**src/rtl/pn_chip_spreader.sv**
```systemverilog
// pn_chip_spreader: DSSS spreading stage fed by a 7-bit (period 127) PN chip generator.
// Each accepted data bit is XORed with CHIPS_PER_BIT consecutive PN chips. The output chip
// stream is registered and runs at the chip (clk) rate. A free-running chip counter is
// released from reset together with the PN generator, so chip 0 of every bit slot lines up
// with the generator's epoch.
//
// Optional feature: define PN_PREAMBLE_EN to send PREAMBLE_BITS slots of '1' before the
// first data bit that follows an idle period.
//
// Ports
//   clk            chip clock, one PN chip per cycle
//   reset_n        synchronous, active-low reset
//   pn_chip_i      PN chip from the generator (leaves reset on the same edge as this block)
//   in_valid_i     data bit available
//   in_bit_i       data bit
//   in_ready_o     holding register empty; a bit transfers when in_valid_i & in_ready_o
//   chip_out_o     spread chip (0 when chip_valid_o is 0)
//   chip_valid_o   chip_out_o carries a spread bit
//   bit_start_o    pulse on chip 0 of each spread bit
//   underrun_cnt_o saturating count of empty bit slots that follow an active slot
module pn_chip_spreader #(
  parameter int unsigned CHIPS_PER_BIT = 127,
  parameter int unsigned UNDERRUN_W    = 8,
  parameter int unsigned PREAMBLE_BITS = 4
) (
  input  logic                  clk,
  input  logic                  reset_n,
  input  logic                  pn_chip_i,
  input  logic                  in_valid_i,
  input  logic                  in_bit_i,
  output logic                  in_ready_o,
  output logic                  chip_out_o,
  output logic                  chip_valid_o,
  output logic                  bit_start_o,
  output logic [UNDERRUN_W-1:0] underrun_cnt_o
);

  if (CHIPS_PER_BIT < 2 || CHIPS_PER_BIT > 255) begin : gen_bad_chips_per_bit
    $error("CHIPS_PER_BIT must be in 2..255");
  end
  if (PREAMBLE_BITS < 1 || PREAMBLE_BITS > 15) begin : gen_bad_preamble_bits
    $error("PREAMBLE_BITS must be in 1..15");
  end

  localparam logic [7:0] LastChip = 8'(CHIPS_PER_BIT - 1);

  typedef enum logic [1:0] {
    StIdle,
    StData
`ifdef PN_PREAMBLE_EN
    , StPreamble
`endif
  } state_e;

  state_e                state_q, state_d;
  logic [7:0]            chip_cnt_q, chip_cnt_d;
  logic                  hold_vld_q, hold_vld_d;
  logic                  hold_bit_q, hold_bit_d;
  logic                  cur_bit_q, cur_bit_d;
  logic [UNDERRUN_W-1:0] underrun_q, underrun_d;
  logic                  chip_out_q, chip_out_d;
  logic                  chip_valid_q, chip_valid_d;
  logic                  bit_start_q, bit_start_d;
`ifdef PN_PREAMBLE_EN
  localparam logic [3:0] LastPreamble = 4'(PREAMBLE_BITS - 1);
  logic [3:0]            preamble_cnt_q, preamble_cnt_d;
`endif

  logic boundary;
  logic transfer;
  logic active;

  // Ready is forced low while reset is asserted so nothing can be accepted then.
  assign in_ready_o = reset_n & ~hold_vld_q;
  assign transfer   = in_valid_i & in_ready_o;
  assign boundary   = (chip_cnt_q == LastChip);
  assign active     = (state_q != StIdle);

  always_comb begin
    state_d      = state_q;
    hold_vld_d   = hold_vld_q;
    hold_bit_d   = hold_bit_q;
    cur_bit_d    = cur_bit_q;
    underrun_d   = underrun_q;
    chip_cnt_d   = boundary ? 8'd0 : chip_cnt_q + 8'd1;
`ifdef PN_PREAMBLE_EN
    preamble_cnt_d = preamble_cnt_q;
`endif

    // A transfer can only happen while the register is empty, so it never collides with a
    // load below; one taken in a boundary cycle simply waits for the next boundary.
    if (transfer) begin
      hold_vld_d = 1'b1;
      hold_bit_d = in_bit_i;
    end

    if (boundary) begin
      unique case (state_q)
        StIdle: begin
          if (hold_vld_q) begin
`ifdef PN_PREAMBLE_EN
            // Held bit stays parked (in_ready low) until the preamble has gone out.
            state_d        = StPreamble;
            cur_bit_d      = 1'b1;
            preamble_cnt_d = 4'd0;
`else
            state_d    = StData;
            cur_bit_d  = hold_bit_q;
            hold_vld_d = 1'b0;
`endif
          end
        end
        StData: begin
          if (hold_vld_q) begin
            cur_bit_d  = hold_bit_q;
            hold_vld_d = 1'b0;
          end else begin
            state_d = StIdle;
            if (underrun_q != {UNDERRUN_W{1'b1}}) begin
              underrun_d = underrun_q + 1'b1;
            end
          end
        end
`ifdef PN_PREAMBLE_EN
        StPreamble: begin
          if (preamble_cnt_q == LastPreamble) begin
            state_d    = StData;
            cur_bit_d  = hold_bit_q;
            hold_vld_d = 1'b0;
          end else begin
            preamble_cnt_d = preamble_cnt_q + 4'd1;
          end
        end
`endif
        default: state_d = StIdle;
      endcase
    end

    chip_out_d   = active & (cur_bit_q ^ pn_chip_i);
    chip_valid_d = active;
    bit_start_d  = active & (chip_cnt_q == 8'd0);
  end

  always_ff @(posedge clk) begin
    if (!reset_n) begin
      state_q      <= StIdle;
      chip_cnt_q   <= 8'd0;
      hold_vld_q   <= 1'b0;
      hold_bit_q   <= 1'b0;
      cur_bit_q    <= 1'b0;
      underrun_q   <= '0;
      chip_out_q   <= 1'b0;
      chip_valid_q <= 1'b0;
      bit_start_q  <= 1'b0;
`ifdef PN_PREAMBLE_EN
      preamble_cnt_q <= 4'd0;
`endif
    end else begin
      state_q      <= state_d;
      chip_cnt_q   <= chip_cnt_d;
      hold_vld_q   <= hold_vld_d;
      hold_bit_q   <= hold_bit_d;
      cur_bit_q    <= cur_bit_d;
      underrun_q   <= underrun_d;
      chip_out_q   <= chip_out_d;
      chip_valid_q <= chip_valid_d;
      bit_start_q  <= bit_start_d;
`ifdef PN_PREAMBLE_EN
      preamble_cnt_q <= preamble_cnt_d;
`endif
    end
  end

  assign chip_out_o     = chip_out_q;
  assign chip_valid_o   = chip_valid_q;
  assign bit_start_o    = bit_start_q;
  assign underrun_cnt_o = underrun_q;

endmodule

```
**config.mk**
```make
export PLATFORM = sky130hd
export DESIGN_NAME = pn_chip_spreader
export DESIGN_NICKNAME = d
export VERILOG_FILES = /design/src/rtl/pn_chip_spreader.sv
export SDC_FILE = /design/constraint.sdc
export NUM_CORES = 1
export LEC_CHECK = 0
export ABC_CLOCK_PERIOD_IN_PS = 2300
export CAP_MARGIN = 20
export CORE_MARGIN = 5
export CORE_UTILIZATION = 54
export CTS_BUF_LIST = sky130_fd_sc_hd__clkbuf_8
export CTS_CLUSTER_DIAMETER = 30
export DETAILED_ROUTE_END_ITERATION = 7
export GPL_TIMING_DRIVEN = 0
export HOLD_SLACK_MARGIN = 0.08
export PLACE_DENSITY = 0.78
export SLEW_MARGIN = 40
export SYNTH_ARGS = -nofsm -noshare
export SYNTH_HDL_FRONTEND = slang
export SYNTH_SLANG_ARGS = --single-unit
export TNS_END_PERCENT = 1
```
**constraint.sdc**
```tcl
create_clock -name clk -period 2.3 [get_ports clk]
set_input_delay 0.46 -clock clk [delete_from_list [all_inputs] [get_ports clk]]
set_output_delay 0.46 -clock clk [all_outputs]
set_load 0.02 [all_outputs]
```
==> run metrics <==
residual DRC count 0; hold_ws ~0.50 ns; Slew HR 0.7309; row count 15; initial antenna violation count 0; worst reg2reg startpoint chip_cnt_q[0]; H-tree Lvls 1; RSZ-0062 raised after global routing no; final core occ 0.7135; Ys Warns 0; flops & latches, synth 23; Final Slew Violations 0; Cells after Synth 112; pre-CTS setup slack -0.2986 ns; syn nets 121; starting density of the core 0.5823; Worst-Margin Slew 0.4036 ns; ANT cells 0; Vias/cell 5.449; power density cells 551.1 nW/um^2; routed len/inst 12.73 um; reg2reg setup slack 0.51 ns; hold path depth 2; VDD IR max 0.0005783 V; CTS tree built; Pleak between 0.4 and 0.5 nW; Yosys top cell area share 0.4482; Routed Antenna Nets 0; Worst Hold Path EP cur_bit_q; Max Clk Rate 466.1 MHz; mean post-synth cell area 9.172 sq um; layout cell share with drive strength beyond 1 0.06107; fill count 150; largest net degree at the start of global routing 13; reg2reg end underrun_cnt_o[7]; area delta synth->final 22.53%; post-layout net count 141; first-pass GRT wire length 3.519 mm; Distinct cells, synth 30; Clock Skew 0.003135 ns; I/O pins 17; Synth Flop Type dfxtp_1; register area share after synthesis 0.4482; clock sink count 23; vias in the first global route 798; fin crit period 2.146 ns; CP Capture Type output pin; Critical Path RT 1.84 ns; largest area contributor in the netlist dfxtp_1; most frequent cell after synthesis dfxtp_1; First DRT Iteration DRCs 20; Critical Path Source Type input port; setup ws final 0.1543 ns; register area about 460 sq um; Die Y-Extent between 50 and 60 um; routed wire length 1.986 mm; grt ovf 0; Hold Vio Cnt, Final 0; Die X-Extent 53.62 um; WS Path Type in -> out; crit path DAT around 1.7 ns; post-CTS setup buffer count 0; r2r worst-path depth 7; number of flops mapped to enable cells by yosys 0; core box area 1764 sq um; Max Cap Viol 0; global-route usage over all layers 0.1634; First-pass DRT Iterations 4; Num CTS Buffers 3; type of the tightest min-delay check reg -> reg; final worst path period share 0.9329; hpwl dp between 1 and 1.5 mm; Die Area 2875 sq um; # port buffers 16; CP Max Fanout 11; routability cong. 0.8574; ys async rst share 0; # setup viols final 0; Hold Buf Count CTS 0; Synth top cells by count dfxtp_1, nor2_1, nand2_1; area of the multi-input gates 536.8 sq um; CTS Buffer Depth 2; status complete, no violations; Syn Std Cell Area between 1000 and 1500 sq um; Root Buffer clkbuf_8; total number of vias 850; Worst-path clk slew approximately 0.080 ns; ranking of synthesized cells by area dfxtp_1, nor2_1, ha_1, nand2_1, a21oi_1; worst hold start hold_bit_q; clk_lat worst skew about 0.26 ns
[cell usage in the layout (no fill, tap or decap), types with 2 or more instances in the layout]
cell / count
or4_1: 4
clkdlybuf4s50_1: 15
o21ai_0: 2
xnor2_1: 3
dfxtp_1: 23
mux2i_1: 3
nand4_1: 3
nor2_1: 14
xor2_1: 4
a21oi_1: 7
nand2_1: 11
or3_1: 2
nand3_1: 7
and2_1: 3
clkbuf_8: 3
o31ai_1: 4
ha_1: 4
inv_1: 3
[how the worst max path moves through the flow]
stage                        from           endpoint  slack (ns)  cells after the start
global placement          reset_n         in_ready_o       -0.29                      5
CTS                       reset_n         in_ready_o        0.07                      4
finish                    reset_n         in_ready_o        0.15                      4
floorplan           chip_cnt_q[0]  underrun_cnt_o[7]        0.65                      7
detailed placement        reset_n         in_ready_o       -0.30                      5
global route              reset_n         in_ready_o        0.07                      4
[state kept, by name, summed over array words and instances, names as in the netlist]
name / cells
chip_out_o: 1
underrun_cnt_o: 8
cur_bit_q: 1
chip_cnt_q: 8
hold_bit_q: 1
bit_start_o: 1
chip_valid_o: 1
hold_vld_q: 1
state_q: 1
[logic make-up after synthesis]
group,synth area share
AND/OR/NAND/NOR,0.2875
flip-flops,0.4482
AO/OA/AOI/OAI,0.09745
XOR/XNOR,0.05968
buffers and inverters,0.02923
adder cells (fa/ha/maj),0.04872
multiplexers,0.02923
[what timing repair did]
| item | CTS | global route |
|---|---|---|
| gates cloned | 0 | 0 |
| resized for setup | 1 | 1 |
| setup endpoints to repair | 1 | 1 |
[worst max-delay path, stage by stage]
cell and delay, ns:
clkdlybuf4s50_1 0.62, inv_2 0.16, nor2_1 0.11, dlygate4sd2_1 0.34
[area by class of cell]
| type | instances | share of cell area |
|---|---|---|
| clock inverter | 1 | 0.002982 |
| timing repair buffer | 16 | 0.1262 |
| clock buffer | 3 | 0.03280 |
| multi-input combinational | 83 | 0.4264 |
| inverter | 3 | 0.008946 |
| sequential | 23 | 0.3658 |
| buffer | 2 | 0.01193 |
| tap | 25 | 0.02485 |
[metal layers]
metal | GRT usage | vias to the layer above | share of wire
met2 | 0.2551 | 12 | 0.45
met3 | 0.03324 | 2 | 0.033
met5 | 0 | - | 0
met4 | 0.03830 | 0 | 0.0050
li1 | - | 436 | -
met1 | 0.2304 | 400 | 0.51
[where the power goes]
group	internal (mW)	total [mW]	switching (mW)
clock	0.119	0.243	0.125
combinational	0.0184	0.0365	0.0181
sequential	0.405	0.414	0.00915
total	0.542	0.694	0.152
[through the flow]
stage | cells | TNS [ns] | instance area [sq um] | power (mW)
after floorplan | 112 | 0 | 1027 | 0.4424
after global placement | 153 | -0.2945 | 1219 | 0.4582
after detailed placement | 153 | -0.2986 | 1219 | 0.4606
after CTS | 156 | 0 | 1259 | 0.6968
after global routing | 156 | 0 | 1259 | 0.7158
final | 156 | 0 | 1259 | 0.6937
(Power assumes the default switching activity.)
